**src/rtl/my_hack_pkg.sv**
```systemverilog
// Shared Hack instruction field positions and address width.
// Latency: none (constants only).
// Backpressure: none.
package my_hack_pkg;

  localparam int ADDR_W  = 15;

  // Instruction word field positions
  localparam int CI      = 15;
  localparam int A_BIT   = 12;
  localparam int COMP_HI = 11;
  localparam int COMP_LO = 6;
  localparam int DEST_A  = 5;
  localparam int DEST_D  = 4;
  localparam int DEST_M  = 3;
  localparam int J_LT    = 2;
  localparam int J_EQ    = 1;
  localparam int J_GT    = 0;

endpackage

```
**src/rtl/my_alu.sv**
```systemverilog
// Hack ALU: zero/negate conditioning on x and y, add or and, optional output negate.
// Latency: purely combinational.
// Backpressure: none.
module my_alu (
  input  logic [15:0] x,
  input  logic [15:0] y,
  input  logic        zx,
  input  logic        nx,
  input  logic        zy,
  input  logic        ny,
  input  logic        f,
  input  logic        no,
  output logic [15:0] out,
  output logic        zr,
  output logic        ng
);

  logic [15:0] x_z, x_n, y_z, y_n, f_out;

  // Operand conditioning, function select and output negate
  always_comb begin
    x_z   = zx ? 16'h0000 : x;
    x_n   = nx ? ~x_z : x_z;
    y_z   = zy ? 16'h0000 : y;
    y_n   = ny ? ~y_z : y_z;
    f_out = f ? (x_n + y_n) : (x_n & y_n);
    out   = no ? ~f_out : f_out;
  end

  assign zr = (out == 16'h0000);
  assign ng = out[15];

endmodule

```
**src/rtl/my_pc.sv**
```systemverilog
// Program counter: reset to zero, load a jump target, or increment (wraps at 0x7FFF).
// Latency: one cycle, registered output.
// Backpressure: none; priority is reset > load > inc.
module my_pc
  import my_hack_pkg::*;
(
  input  logic              clk,
  input  logic              reset,
  input  logic              load,
  input  logic              inc,
  input  logic [ADDR_W-1:0] in,
  output logic [ADDR_W-1:0] out
);

  // Counter update with reset > load > inc priority; increment wraps naturally
  always_ff @(posedge clk) begin
    if (reset) begin
      out <= '0;
    end else if (load) begin
      out <= in;
    end else if (inc) begin
      out <= out + 1'b1;
    end
  end

endmodule

```
**src/rtl/my_cpu.sv**
```systemverilog
// Single-cycle Hack-style CPU core: decode, drive my_alu from A/D, update A/D/PC.
// Latency: outM/writeM combinational in the current cycle; A, D, pc registered.
// Backpressure: none; one instruction per cycle, no stalls.
module my_cpu
  import my_hack_pkg::*;
(
  input  logic              clk,
  input  logic              reset,
  input  logic [15:0]       instruction,
  input  logic [15:0]       inM,
  output logic [15:0]       outM,
  output logic              writeM,
  output logic [ADDR_W-1:0] addressM,
  output logic [ADDR_W-1:0] pc
);

  logic [15:0] a_reg;
  logic [15:0] d_reg;
  logic [15:0] alu_y;
  logic [15:0] alu_out;
  logic [5:0]  comp;
  logic        alu_zr;
  logic        alu_ng;
  logic        is_c;
  logic        jump;

  assign is_c  = instruction[CI];
  assign comp  = instruction[COMP_HI:COMP_LO];
  assign alu_y = instruction[A_BIT] ? inM : a_reg;

  my_alu u_alu (
    .x   (d_reg),
    .y   (alu_y),
    .zx  (comp[5]),
    .nx  (comp[4]),
    .zy  (comp[3]),
    .ny  (comp[2]),
    .f   (comp[1]),
    .no  (comp[0]),
    .out (alu_out),
    .zr  (alu_zr),
    .ng  (alu_ng)
  );

  // Jump only on C-instructions; the target is the A value before this edge
  assign jump = is_c & ((instruction[J_LT] & alu_ng) |
                        (instruction[J_EQ] & alu_zr) |
                        (instruction[J_GT] & ~alu_ng & ~alu_zr));

  assign outM     = alu_out;
  assign writeM   = is_c & instruction[DEST_M] & ~reset;
  assign addressM = a_reg[ADDR_W-1:0];

  // A and D register updates; A-instructions load the whole word into A
  always_ff @(posedge clk) begin
    if (reset) begin
      a_reg <= '0;
      d_reg <= '0;
    end else begin
      if (!is_c) begin
        a_reg <= instruction;
      end else if (instruction[DEST_A]) begin
        a_reg <= alu_out;
      end
      if (is_c && instruction[DEST_D]) begin
        d_reg <= alu_out;
      end
    end
  end

  my_pc u_pc (
    .clk   (clk),
    .reset (reset),
    .load  (jump),
    .inc   (1'b1),
    .in    (a_reg[ADDR_W-1:0]),
    .out   (pc)
  );

endmodule

```
**config.mk**
```make
export PLATFORM = sky130hd
export DESIGN_NAME = my_cpu
export DESIGN_NICKNAME = d
export VERILOG_FILES = /design/src/rtl/my_hack_pkg.sv /design/src/rtl/my_alu.sv /design/src/rtl/my_pc.sv /design/src/rtl/my_cpu.sv
export SDC_FILE = /design/constraint.sdc
export NUM_CORES = 1
export LEC_CHECK = 0
export CAP_MARGIN = 0
export CORE_MARGIN = 3
export CORE_UTILIZATION = 42
export CTS_CLUSTER_DIAMETER = 120
export DETAILED_ROUTE_END_ITERATION = 8
export PLACE_DENSITY = 0.66
export SETUP_SLACK_MARGIN = 0.15
export SYNTH_ARGS = -nofsm -noshare
export SYNTH_HDL_FRONTEND = slang
export SYNTH_SLANG_ARGS = --single-unit
```
**constraint.sdc**
```tcl
create_clock -name clk -period 7.5 [get_ports clk]
set_clock_uncertainty 0.15 [all_clocks]
set_input_delay 0.75 -clock clk [delete_from_list [all_inputs] [get_ports clk]]
set_output_delay 0.75 -clock clk [all_outputs]
set_load 0.05 [all_outputs]
```
* After elaboration in Yosys (flattened, before gate mapping) *
Index checks and enable logic that the tools add are counted.
Widths: inputs -> output; s select.

cells by class
  multiplexer cells = 10
  equal/unequal tests = 1
  reduce and logical (&&, ||, !) cells = 3
  add/subtract/negate cells = 2
  bitwise gates (word level) = 17

operator list
  cell                   count
  $mux 16                7
  $not 16->16            3
  $mux 15                3
  $add 16x16->16         1
  $and 16x16->16         1
  $logic_not 16->1       1
  $add 15x1->15 const B  1
  $and 1x1->1            7
  $not 1->1              4
  $ne 2x2->1 const B     1
  $or 1x1->1             2
  $reduce_or 2->1        1
  $logic_and 1x1->1      1

word-level totals
  output and inout bits = 47
  register bits after elaboration = 47

* Longest topological paths before layout *
  depth after elaboration = 14
  gate-level depth with buffers = 17
  gate-level depth less buffers = 15

* Cells and area by module *
A second synthesis with hierarchy kept.

second synthesis, totals
  cells, all modules = 553
  area total of the unflattened synthesis = 4,509.3 um2

modules (own cells, without submodules)
  module  seq. area each (um2)  instances  area an instance (um2)  cells an instance
  my_alu  0.0                   1          1,906.8                 267
  my_cpu  640.6                 1          1,739.2                 182
  my_pc   300.3                 1          863.3                   104

* Worst setup path after synthesis *
No wires, ideal clock.

  path kind = input-to-reg
  start = in instruction[12]
  end = reg u_pc.out[10]
  setup slack = 1.319 ns
  path buffers = 4
  data required time = 7.229 ns
  stages = 17
  data arrival time = 5.909 ns
  library setup time = 0.121 ns
  path through = clkbuf_1 > clkbuf_1 > mux2i_1 > nor2_1 > xor2_1 > ha_1 > buf_2 > a21oi_1 > a21boi_0 > a311oi_1 > or3b_2 > nand4_1 > a211o_1 > or4b_4 > a311oi_4 > buf_8 > mux2_4

on the way
  word-level cells in the longest chain between the ends = 14

RTL lines
  what                                              line                        source
  from (decl)                                       my_cpu.sv:9                 input logic [15:0] instruction,
  $mux 16 *                                         my_cpu.sv:29                assign alu_y = instruction[A_BIT] ? inM : a_reg;
  $mux 16 *                                         my_alu.sv:24                y_z = zy ? 16'h0000 : y;
  $not 16->16                                       my_alu.sv:25                y_n = ny ? ~y_z : y_z;
  $mux 16 *                                         my_alu.sv:25
  $add 16x16->16 or $and 16x16->16 (tied branches)  my_alu.sv:26                f_out = f ? (x_n + y_n) : (x_n & y_n);
  $mux 16 *                                         my_alu.sv:26
  $not 16->16                                       my_alu.sv:27                out = no ? ~f_out : f_out;
  $mux 16 *                                         my_alu.sv:27
  net outM[11]                                      my_cpu.sv:11                output logic [15:0] outM,
  $logic_not 16->1 *                                my_alu.sv:30                assign zr = (out == 16'h0000);
  $and 1x1->1 or $not 1->1 (tied branches)          my_cpu.sv:47, my_cpu.sv:48
  $or 1x1->1 or $and 1x1->1 (tied branches)         my_cpu.sv:46, my_cpu.sv:48
  $or 1x1->1 *                                      my_cpu.sv:47                (instruction[J_EQ] & alu_zr) |
  $and 1x1->1 *                                     my_cpu.sv:46                assign jump = is_c & ((instruction[J_LT] & alu_ng) |
  $mux 15 *                                         my_pc.sv:19                 end else if (load) begin
  to (signal assigned)                              my_pc.sv:20                 out <= in;
  to (signal assigned)                              my_pc.sv:22                 out <= out + 1'b1;
  to (decl)                                         my_pc.sv:12                 output logic [ADDR_W-1:0] out

The timed path passes the listed nets; every way through them passes the cells marked *.
A chain may end at the register's enable or synchronous reset.

* Worst setup path in the final report *
  start = in instruction[12]
  end = out outM[13]

on the way
  word-level cells in the longest chain between the ends = 8

RTL lines
  what                                              line
  $mux 16 *                                         my_cpu.sv:29
  $mux 16 *                                         my_alu.sv:24
  $not 16->16                                       my_alu.sv:25
  $mux 16 *                                         my_alu.sv:25
  $add 16x16->16 or $and 16x16->16 (tied branches)  my_alu.sv:26
  $mux 16 *                                         my_alu.sv:26
  $not 16->16                                       my_alu.sv:27
  $mux 16 *                                         my_alu.sv:27
  to (decl)                                         my_cpu.sv:11

Mark *: on every way between the ends. The rest lies on a longest branch, timed or not.

==> run_results.csv <==
group,metric,value,unit
run_status,outcome,"completed",
clock_network,cts_inserted_buffers,5,
drt,avgRoutedWirePerCell,16.7,microns
yosys,synthesis.area_per_instance,7.68,sq um
drt,drtAntennaViolNets,0,
yosys,yosys-top-cells-count,"69 x nor2_1, 55 x nand2_1, 47 x dfxtp_1",
setup_path,r2r.worst_path.cells,16,
drt,num_vias,4246,
clock_network,cts_tree,"done",
power_and_ir_drop,ir_worst_vdd,109,uV
drt,routed_via_density,5.55,
yosys,yosysMostFrequentCell,"nor2_1",
run,cap_violations,0,
drt,dr.pass1.iters,5,
sta,period_share,0.837,
drt,drt-initial-drc-count,305,
place,gp_congestion,0.923,
cells_and_area,final_cell_count_no_fill,765,
clock_network,cts_root_buf,"clkbuf_8",
yosys,postSynth.asyncResetShare,0,
drt,wl,12.8,mm
clock_network,clock_sinks,47,
setup_path,crit_type,"in2out",
setup_path,crit_path_max_incr_delay,0.86,ns
cells_and_area,antenna_cells,0,
place,port_buffers,80,
yosys,synth_largest_area_cell,"dfxtp_1",
worst_hold_path,whs_path_depth,2,
setup_path,crit_family,"buffers and inverters",
global_routing,antenna_found_initial,0,
yosys,synth_flop_cell,"dfxtp_1",
clock_network,cts_resized,0,
floorplan,die_h,110,microns
cells_and_area,area_growth,18.4,%
cells_and_area,layout-drive-gt1-share,0.0731,
sta,maxSlewHeadroom,0.282,
worst_hold_path,hold-path-endpoint,"d_reg[9]",
sta,fmaxAchievable,159,MHz
floorplan,ios,81,
worst_hold_path,min_from,"d_reg[9]",
clock_network,cts_buffer_depth,2,
clock_network,ctsHtreeMaxLevel,2,
floorplan,std_cell_rows,37,
yosys,synthTopCellsByArea,"dfxtp_1 21%, mux2i_1 7.9%, xnor2_1 6.3%",
yosys,ys_seq_elements,47,
sta,tns,0,ns
setup_path,r2r_slack,2.41,ns
cells_and_area,fillerInstances,1028,
setup_path,cpMaxStageDelayCell,"clkdlybuf4s50_1",
yosys,netlist_area,0.00455,sq mm
yosys,synth_cell_types,68,
place,dp.cells,757,
sta,drv_slew,0,
setup_path,crit_required,6.60,ns
clock_network,post_cts_buffers,0,
power_and_ir_drop,p_per_area,213,mW/mm^2
global_routing,grt_max_degree,64,
setup_path,reg2reg_from,"a_reg[0]",
clock_network,clkLatencyLatePin,0.31,ns
global_routing,grt_use_total,0.217,
place,hpwl,9.72,mm
yosys,yosys_warnings,0,
global_routing,grt_overflow,0,
floorplan,die_width,110,microns
floorplan,start_util,0.437,
clock_network,cts_hold_buf,0,
sta,worst_slew_pin_slew,1.07,ns
setup_path,cp_cell_sequence,"clkdlybuf4s50_1, buf_4, mux2i_1, nor2_1, xor2_1, ha_1, a21oi_1, a21boi_0, a311oi_1, mux2i_1, nand2_1, xnor2_1, clkdlybuf4s50_1",
cells_and_area,fin_util,0.517,
sta,fin_crit,6.28,ns
clock_network,clkTransAtPathRegs,0.09,ns
worst_hold_path,hp-class,"reg2reg",
sta,final-setup-viol-count,0,
floorplan,core_area,0.0104,sq mm
setup_path,end_kind,"output pin",
cells_and_area,final_nets,680,
yosys,synth_cells,593,
yosys,syn_nets,645,
global_routing,grt_pass1_vias,3998,
floorplan,dieArea,0.0121,sq mm
drt,drc,0,
setup_path,cp-start-kind,"input pin",
sta,rsz0062_at_grt,"false",
power_and_ir_drop,power.leakage,0.00211,uW
global_routing,grt_pass1_wl,20.9,mm
setup_path,rr_endpoint,"u_pc.out[0]",
setup_path,crit_fanout,11,
setup_path,cp_num_buf_inv,3,
yosys,synth_enable_flop_cells,0,
setup_path,cp_data_arrival_time,5.38,ns
sta,hold_viol,0,
yosys,netlist.area_leader.share,0.207,
yosys,ys_seq_area_frac,0.207,
placed cells by master, fill, tap and decap left out, drive strengths merged, types with 2 or more instances in the layout:
master	count
and3	16
a211oi	14
a311oi	2
a21oi	34
dfxtp	47
o211ai	6
a31o	2
xnor2	33
ha	17
or4b	2
nand2	55
inv	11
clkbuf	5
buf	8
nand2b	20
nand4	3
or3b	3
a22oi	2
mux2	15
nor2b	22
o21a	3
nand3b	2
nor2	69
nand3	16
o2111ai	2
xor2	28
o22ai	2
or3	6
mux2i	36
a211o	4
o31ai	4
clkdlybuf4s50	79
and2	5
nor3	17
a31oi	4
nor4	2
o21ai	10
worst reg2reg max path, stage by stage, from the launching register on:
cell      delay (ns)
dfxtp_1         0.41
mux2i_1         0.09
nor2_1          0.13
xor2_1          0.20
ha_1            0.27
inv_1           0.07
fa_1            0.42
nor2b_4         0.19
o31a_4          0.18
o21ai_2         0.08
and3_1          0.17
or4b_4          0.56
or4_4           0.54
or4b_4          0.56
a311oi_4        0.29
buf_4           0.30
mux2_2          0.37
per-stage QoR:
stage / area [sq um] / worst slack (ns) / total power [uW] / hold WS, ns
finish: 5390 / 1.22 / 1150 / 0.314
global route: 5390 / 0.885 / 1220 / 0.333
CTS: 5390 / 1.27 / 1150 / 0.311
floorplan: 4550 / 1.32 / 781 / 0.287
detailed placement: 5280 / 1.19 / 954 / 0.297
global placement: 5280 / 1.27 / 943 / 0.294
final cells by class:
| cell class | instances | area [sq um] | area share |
|---|---|---|---|
| Clock inverter | 3 | 46.3 | 0.00859 |
| Tap cell | 136 | 170 | 0.0316 |
| Clock buffer | 5 | 68.8 | 0.0128 |
| Multi-Input combinational cell | 477 | 3280 | 0.608 |
| Timing Repair Buffer | 87 | 848 | 0.157 |
| Sequential cell | 47 | 941 | 0.175 |
| Inverter | 10 | 37.5 | 0.00696 |
where the power goes:
group          total [uW]  switching (uW)  leakage, uW  internal [uW]
Combinational         658             412      0.00167            246
Sequential            294            21.4     0.000386            273
Clock                 198            97.3    0.0000548            101
per-layer routing:
layer / GRT usage / wire length [microns]
met2: 0.347 / 5800
met3: 0.0268 / 823
met5: 0 / 0
met4: 0.0466 / 111
met1: 0.313 / 6060
cell families after synthesis:
kind of cell	after synthesis	share of synthesized area
simple gates	246	0.272
compound gates	101	0.155
buf+inv	69	0.0736
xor+xnor	61	0.117
mux	51	0.124
flops	47	0.207
fa+ha+maj	18	0.0511
worst max path at each step:
stage / startpoint / slack (ns) / depth (start not counted) / end
2_1_floorplan: instruction[12] / 1.32 / 17 / u_pc.out[10]
3_3_place_gp: instruction[8] / 1.27 / 15 / u_pc.out[2]
3_5_place_dp: instruction[8] / 1.19 / 15 / u_pc.out[4]
4_1_cts: instruction[12] / 1.27 / 13 / outM[13]
5_1_grt: instruction[12] / 0.88 / 13 / outM[13]
6_report: instruction[12] / 1.22 / 13 / outM[13]
No activity file was read; power rests on OpenSTA's default activity.
